**config.mk**
```make
export PLATFORM = sky130hd
export DESIGN_NAME = ccff_bitstream_loader_flat
export DESIGN_NICKNAME = d
export VERILOG_FILES = /design/src/rtl/ccff_loader_pkg.sv /design/src/rtl/ccff_bitstream_loader_if.sv /design/src/rtl/ccff_piso_shreg.sv /design/src/rtl/ccff_bitstream_loader.sv /design/src/flat_wrapper.sv
export SDC_FILE = /design/constraint.sdc
export NUM_CORES = 1
export LEC_CHECK = 0
export BUFFER_PORTS_ARGS = -buffer_cell sky130_fd_sc_hd__clkbuf_2
export CORE_MARGIN = 4
export CORE_UTILIZATION = 54
export DETAILED_ROUTE_END_ITERATION = 16
export PLACE_DENSITY = 0.86
export SYNTH_ARGS = -nofsm -noshare
export SYNTH_HDL_FRONTEND = slang
export SYNTH_HIERARCHICAL = 1
export SYNTH_SLANG_ARGS = --single-unit
```
**constraint.sdc**
```tcl
create_clock -name prog_clk -period 2.75 [get_ports prog_clk]
set_clock_uncertainty 0.1 [all_clocks]
set_input_delay 0.275 -clock prog_clk [delete_from_list [all_inputs] [get_ports prog_clk]]
set_output_delay 0.275 -clock prog_clk [all_outputs]
set_load 0.01 [all_outputs]
```
**src/rtl/ccff_loader_pkg.sv**
```systemverilog
// Shared types and defaults for the configuration-chain bitstream loader.
// Holds the FSM state enum, the default geometry and a bit-index width helper.
package ccff_loader_pkg;

  localparam int unsigned DEF_WORD_W    = 8;
  localparam int unsigned DEF_CHAIN_LEN = 58;

  typedef enum logic [1:0] {
    IDLE  = 2'd0,
    FETCH = 2'd1,
    SHIFT = 2'd2,
    DONE  = 2'd3
  } ccff_state_e;

  // A one-bit word still needs a one-bit index signal.
  function automatic int unsigned idx_width(input int unsigned w);
    return (w > 1) ? $clog2(w) : 1;
  endfunction

endpackage

```
**src/rtl/ccff_bitstream_loader_if.sv**
```systemverilog
// Host-side word handshake into the bitstream loader (valid/ready, MSB-first words).
interface ccff_bitstream_loader_if
  import ccff_loader_pkg::*;
#(
  parameter int unsigned WORD_W = DEF_WORD_W
) ();

  logic [WORD_W-1:0] cfg_data;
  logic              cfg_valid;
  logic              cfg_ready;

  modport master (
    output cfg_data,
    output cfg_valid,
    input  cfg_ready
  );

  modport slave (
    input  cfg_data,
    input  cfg_valid,
    output cfg_ready
  );

endinterface

```
**src/rtl/ccff_piso_shreg.sv**
```systemverilog
// Word shift register: parallel load, MSB-first left shift with serial fill, bit index
// and last-bit flag. Serves both as the transmit PISO and the readback SIPO.
module ccff_piso_shreg
  import ccff_loader_pkg::*;
#(
  parameter  int unsigned W  = DEF_WORD_W,
  localparam int unsigned IW = idx_width(W)
) (
  input  logic          clk,
  input  logic          rst,
  input  logic          load,
  input  logic [W-1:0]  load_data,
  input  logic          shift,
  input  logic          ser_in,
  output logic [W-1:0]  q,
  output logic [W-1:0]  q_next,
  output logic          ser_out,
  output logic [IW-1:0] bit_idx,
  output logic          last_bit
);

  if (W == 1) begin : g_one
    assign q_next = ser_in;
  end else begin : g_multi
    assign q_next = {q[W-2:0], ser_in};
  end

  // Shifting left keeps the original bit at bit_idx parked in the MSB.
  assign ser_out  = q[W-1];
  assign last_bit = (bit_idx == '0);

  always_ff @(posedge clk) begin
    if (rst) begin
      q       <= '0;
      bit_idx <= '0;
    end else if (load) begin
      q       <= load_data;
      bit_idx <= IW'(W - 1);
    end else if (shift) begin
      q       <= q_next;
      bit_idx <= last_bit ? IW'(W - 1) : bit_idx - 1'b1;
    end
  end

endmodule

```
**src/rtl/ccff_bitstream_loader.sv**
```systemverilog
// Serialises host words onto ccff_head with a per-bit clock enable, exactly CHAIN_LEN bits per load.
// Optional CCFF_READBACK_EN captures ccff_tail into rb_data/rb_valid words.
//
// state | meaning
// IDLE  | no load since reset; waiting for cfg_start
// FETCH | busy, cfg_ready high, waiting for a host word
// SHIFT | one chain bit per cycle on ccff_head, ccff_clk_en high
// DONE  | chain fully loaded, cfg_done high until next cfg_start
module ccff_bitstream_loader
  import ccff_loader_pkg::*;
#(
  parameter  int unsigned WORD_W    = DEF_WORD_W,
  parameter  int unsigned CHAIN_LEN = DEF_CHAIN_LEN,
  localparam int unsigned CNT_W     = $clog2(CHAIN_LEN + 1),
  localparam int unsigned IDX_W     = idx_width(WORD_W)
) (
  input  logic                  prog_clk,
  input  logic                  pReset,
  input  logic                  cfg_start,
  ccff_bitstream_loader_if.slave host,
  output logic                  ccff_head,
  output logic                  ccff_clk_en,
  input  logic                  ccff_tail,
  output logic                  cfg_busy,
`ifdef CCFF_READBACK_EN
  output logic                  cfg_done,
  output logic [WORD_W-1:0]     rb_data,
  output logic                  rb_valid
`else
  output logic                  cfg_done
`endif
);

  ccff_state_e      state, state_d;
  logic [CNT_W-1:0] bits_left, bits_left_d;
  logic             cfg_ready_c;
  logic             start_ok;
  logic             final_bit;

  logic              tx_load, tx_shift, tx_last, tx_ser;
  logic [WORD_W-1:0] tx_q_unused, tx_next_unused;
  logic [IDX_W-1:0]  tx_idx_unused;

  assign start_ok  = cfg_start && ((state == IDLE) || (state == DONE));
  assign final_bit = (state == SHIFT) && (bits_left == CNT_W'(1));

  assign host.cfg_ready = cfg_ready_c;

  always_ff @(posedge prog_clk) begin
    if (pReset) begin
      state     <= IDLE;
      bits_left <= '0;
    end else begin
      state     <= state_d;
      bits_left <= bits_left_d;
    end
  end

  always_comb begin
    state_d     = state;
    bits_left_d = bits_left;
    cfg_ready_c = 1'b0;
    ccff_head   = 1'b0;
    ccff_clk_en = 1'b0;
    cfg_busy    = 1'b0;
    cfg_done    = 1'b0;
    tx_load     = 1'b0;
    tx_shift    = 1'b0;
    case (state)
      IDLE: begin
        if (start_ok) begin
          state_d     = FETCH;
          bits_left_d = CNT_W'(CHAIN_LEN);
        end
      end
      DONE: begin
        cfg_done = 1'b1;
        if (start_ok) begin
          state_d     = FETCH;
          bits_left_d = CNT_W'(CHAIN_LEN);
        end
      end
      FETCH: begin
        cfg_busy    = 1'b1;
        cfg_ready_c = 1'b1;
        if (host.cfg_valid) begin
          tx_load = 1'b1;
          state_d = SHIFT;
        end
      end
      SHIFT: begin
        cfg_busy    = 1'b1;
        ccff_clk_en = 1'b1;
        ccff_head   = tx_ser;
        tx_shift    = 1'b1;
        bits_left_d = bits_left - 1'b1;
        if (final_bit) begin
          // Any unsent low bits of a partial last word are simply dropped.
          state_d = DONE;
        end else if (tx_last) begin
          cfg_ready_c = 1'b1;
          if (host.cfg_valid) begin
            tx_load = 1'b1;
          end else begin
            state_d = FETCH;
          end
        end
      end
      default: state_d = IDLE;
    endcase
  end

  ccff_piso_shreg #(.W(WORD_W)) u_tx (
    .clk       (prog_clk),
    .rst       (pReset),
    .load      (tx_load),
    .load_data (host.cfg_data),
    .shift     (tx_shift),
    .ser_in    (1'b0),
    .q         (tx_q_unused),
    .q_next    (tx_next_unused),
    .ser_out   (tx_ser),
    .bit_idx   (tx_idx_unused),
    .last_bit  (tx_last)
  );

`ifdef CCFF_READBACK_EN
  logic [WORD_W-1:0] rb_q_unused, rb_next;
  logic [IDX_W-1:0]  rb_idx;
  logic              rb_last, rb_ser_unused;

  // Cleared on each accepted start so capture words line up with the load.
  ccff_piso_shreg #(.W(WORD_W)) u_rb (
    .clk       (prog_clk),
    .rst       (pReset),
    .load      (start_ok),
    .load_data ({WORD_W{1'b0}}),
    .shift     (ccff_clk_en),
    .ser_in    (ccff_tail),
    .q         (rb_q_unused),
    .q_next    (rb_next),
    .ser_out   (rb_ser_unused),
    .bit_idx   (rb_idx),
    .last_bit  (rb_last)
  );

  // Shifting by the remaining index left-aligns a partial final word and zero-pads it.
  always_ff @(posedge prog_clk) begin
    if (pReset) begin
      rb_valid <= 1'b0;
      rb_data  <= '0;
    end else begin
      rb_valid <= 1'b0;
      if (ccff_clk_en && (rb_last || final_bit)) begin
        rb_valid <= 1'b1;
        rb_data  <= rb_next << rb_idx;
      end
    end
  end
`else
  logic unused_tail;
  assign unused_tail = ccff_tail;
`endif

endmodule

```
**src/flat_wrapper.sv**
```systemverilog
// flat-port wrapper written by rule: the top's interface ports become plain ports
module ccff_bitstream_loader_flat import ccff_loader_pkg::*;
#(
  parameter  int unsigned WORD_W    = DEF_WORD_W,
  parameter  int unsigned CHAIN_LEN = DEF_CHAIN_LEN,
  localparam int unsigned CNT_W     = $clog2(CHAIN_LEN + 1),
  localparam int unsigned IDX_W     = idx_width(WORD_W)
)
  (prog_clk, pReset, cfg_start, ccff_head, ccff_clk_en, ccff_tail, cfg_busy, cfg_done, host_cfg_data, host_cfg_valid, host_cfg_ready);
  ccff_bitstream_loader_if #(.WORD_W(WORD_W)) host_i ();
  input  logic prog_clk;
  input  logic pReset;
  input  logic cfg_start;
  output logic ccff_head;
  output logic ccff_clk_en;
  input  logic ccff_tail;
  output logic cfg_busy;
  output logic cfg_done;
  input wire logic [$bits(host_i.cfg_data)-1:0] host_cfg_data;
  input wire logic [$bits(host_i.cfg_valid)-1:0] host_cfg_valid;
  output wire logic [$bits(host_i.cfg_ready)-1:0] host_cfg_ready;
  assign host_i.cfg_data = host_cfg_data;
  assign host_i.cfg_valid = host_cfg_valid;
  assign host_cfg_ready = host_i.cfg_ready;
  ccff_bitstream_loader #(.WORD_W(WORD_W), .CHAIN_LEN(CHAIN_LEN)) u_core (.prog_clk(prog_clk), .pReset(pReset), .cfg_start(cfg_start), .host(host_i), .ccff_head(ccff_head), .ccff_clk_en(ccff_clk_en), .ccff_tail(ccff_tail), .cfg_busy(cfg_busy), .cfg_done(cfg_done));
endmodule
```
==> results.ini <==
[pwr]
power_density_mw_per_mm2=580
ir_drop_v=0.000340
leakagePower_uw=0.000459
totalPowerFinal_uw=681

[critical_path]
crit_path_max_fanout=13
worstSetupEndpointType=flop
crit_path_arrival_time_ns=2.24
setup.reg_to_reg.worst_slack_ns=0.61
cp_startpoint_kind=flop
criticalPathCategory=flop to flop
cp.required_ns=2.85

[cells_and_area]
post_route_cells_drive_above_1_share=0.170
final_nets=156
layout.cells.most_common_list=sky130_fd_sc_hd__dfxtp_1 (19), sky130_fd_sc_hd__clkbuf_2 (16), sky130_fd_sc_hd__inv_1 (12), sky130_fd_sc_hd__nor2b_1 (11), sky130_fd_sc_hd__mux2i_1 (9)
layout_commonest_cell=sky130_fd_sc_hd__dfxtp_1
syn_to_final_growth_pct=12.6
diodes=0
n_fill_cell=163
final_cell_area_mm2=0.00117

[floorplan]
die_x_um=52.0
floorplan_core_area_mm2=0.00178
num_io_pins=18
design.die.area_mm2=0.00270
start_util=0.585
die_h_um=52.0
fp-row-count=15

[timing]
max_fclk_mhz=466
slew_headroom=0.648
post-route-worst-setup-slack_ns=0.606
hold_violations_final=0
rsz0062_at_grt=false
drv_slew=0
finalWorstPathRequiredPeriod_ns=2.14
min_period_over_period=0.780
worst-slew-pin-transition_ns=0.513
final_total_negative_setup_slack_ns=0
timing.final.setup_violations=0

[routing]
route.detailed.drc=0
post_drt_via_cell_ratio=5.59
drt_wl_total_um=1940
routedWlPerCell_um=12.1
final_antenna_net_count=0
firstDrtPassIters=4
initialDrtViolationCount=11
total_vias_in_the_final_route=894

[placed_design]
io_buffers=16
placer_congestion_estimate=0.864
dp_hpwl_um=1500
place_ws_ns=0.611
placement.cell_area_mm2=0.00115

[cts]
longest_clk_path_bufs=2
cts_setup_buffers=0
clock_tree_from_tritoncts=done
clkSinkCount=19
ctsResizeCount=0
numCtsBuffers=3
cts-htree-levels=1
cts.hold.buffers_added=0
clkLatencyLatePin_ns=0.29
clock_tree.root_cell=sky130_fd_sc_hd__clkbuf_4
worst_setup_hold_path_clk_slew_ns=0.11

[grt]
initial_antenna_violation_count=0
first_pass_grt_wire_length_um=3470
grt.total_usage=0.171
remaining_global_route_overflow=0
grt_pass1_vias=881
grt_max_degree=18

[min_path]
hp-class=primary input to flop

[outcome]
outcome=complete, no violations

[logic_synthesis]
syn_area_per_cell_um2=9.00
post_synth_instance_area_mm2=0.00104
instance_count_of_the_mapped_netlist=116
synth.yosys.warnings=6
mappedNetlistNets=136

[flow_run]
cap_viol_max_count=0

[state kept, by name, summed over array words and instances, names as in the netlist]
register	count
u_core/state	2
u_core/bits_left	6
u_core/u_tx/q	8
u_core/u_tx/bit_idx	3
[routing by layer]
layer | vias up | track usage | part of all wire
li1 | 449 | - | -
met1 | 422 | 0.185 | 0.43
met2 | 21 | 0.314 | 0.50
met3 | 2 | 0.0372 | 0.056
met4 | 0 | 0.0699 | 0.0072
met5 | - | 0 | 0
[worst max-delay path, stage by stage (launching register included)]
cell and delay (ns):
sky130_fd_sc_hd__dfxtp_1 0.34, sky130_fd_sc_hd__inv_1 0.07, sky130_fd_sc_hd__ha_1 0.42, sky130_fd_sc_hd__a31oi_1 0.17, sky130_fd_sc_hd__nor3b_1 0.21, sky130_fd_sc_hd__buf_4 0.20
sky130_fd_sc_hd__clkinv_1 0.23, sky130_fd_sc_hd__a211oi_1 0.31
[final cells by class]
| cell class | count | area, µm² | share of cell area |
|---|---|---|---|
| Clock buffer | 3 | 22.5 | 0.0192 |
| Clock inverter | 1 | 5.00 | 0.00426 |
| Inverter | 13 | 48.8 | 0.0415 |
| Multi-Input combinational cell | 81 | 592 | 0.504 |
| Sequential cell | 19 | 380 | 0.324 |
| Tap cell | 25 | 31.3 | 0.0266 |
| Timing Repair Buffer | 18 | 95.1 | 0.0809 |
[power breakdown]
part	internal, µW	switching, µW
logic	95.9	115
registers	310	23.3
clock network	54.0	82.7
[worst paths after layout]
kind                          start                      to  cells after the start
max reg2reg         u_core/state[0]        u_core/u_tx/q[6]                      7
min reg2reg  u_core/u_tx/bit_idx[2]  u_core/u_tx/bit_idx[2]                      2
max                 u_core/state[0]        u_core/u_tx/q[6]                      7
min                host_cfg_data[1]        u_core/u_tx/q[1]                      3
[metrics by stage]
stage / util / hold WS [ns] / cells
CTS: 0.659 / 0.139 / 160
floorplan: - / 0.244 / 116
global route: 0.659 / 0.155 / 160
finish: 0.659 / 0.152 / 160
global placement: 0.644 / 0.373 / 156
detailed placement: 0.644 / 0.397 / 156
Note: power is estimated with default switching activity, not from simulation.
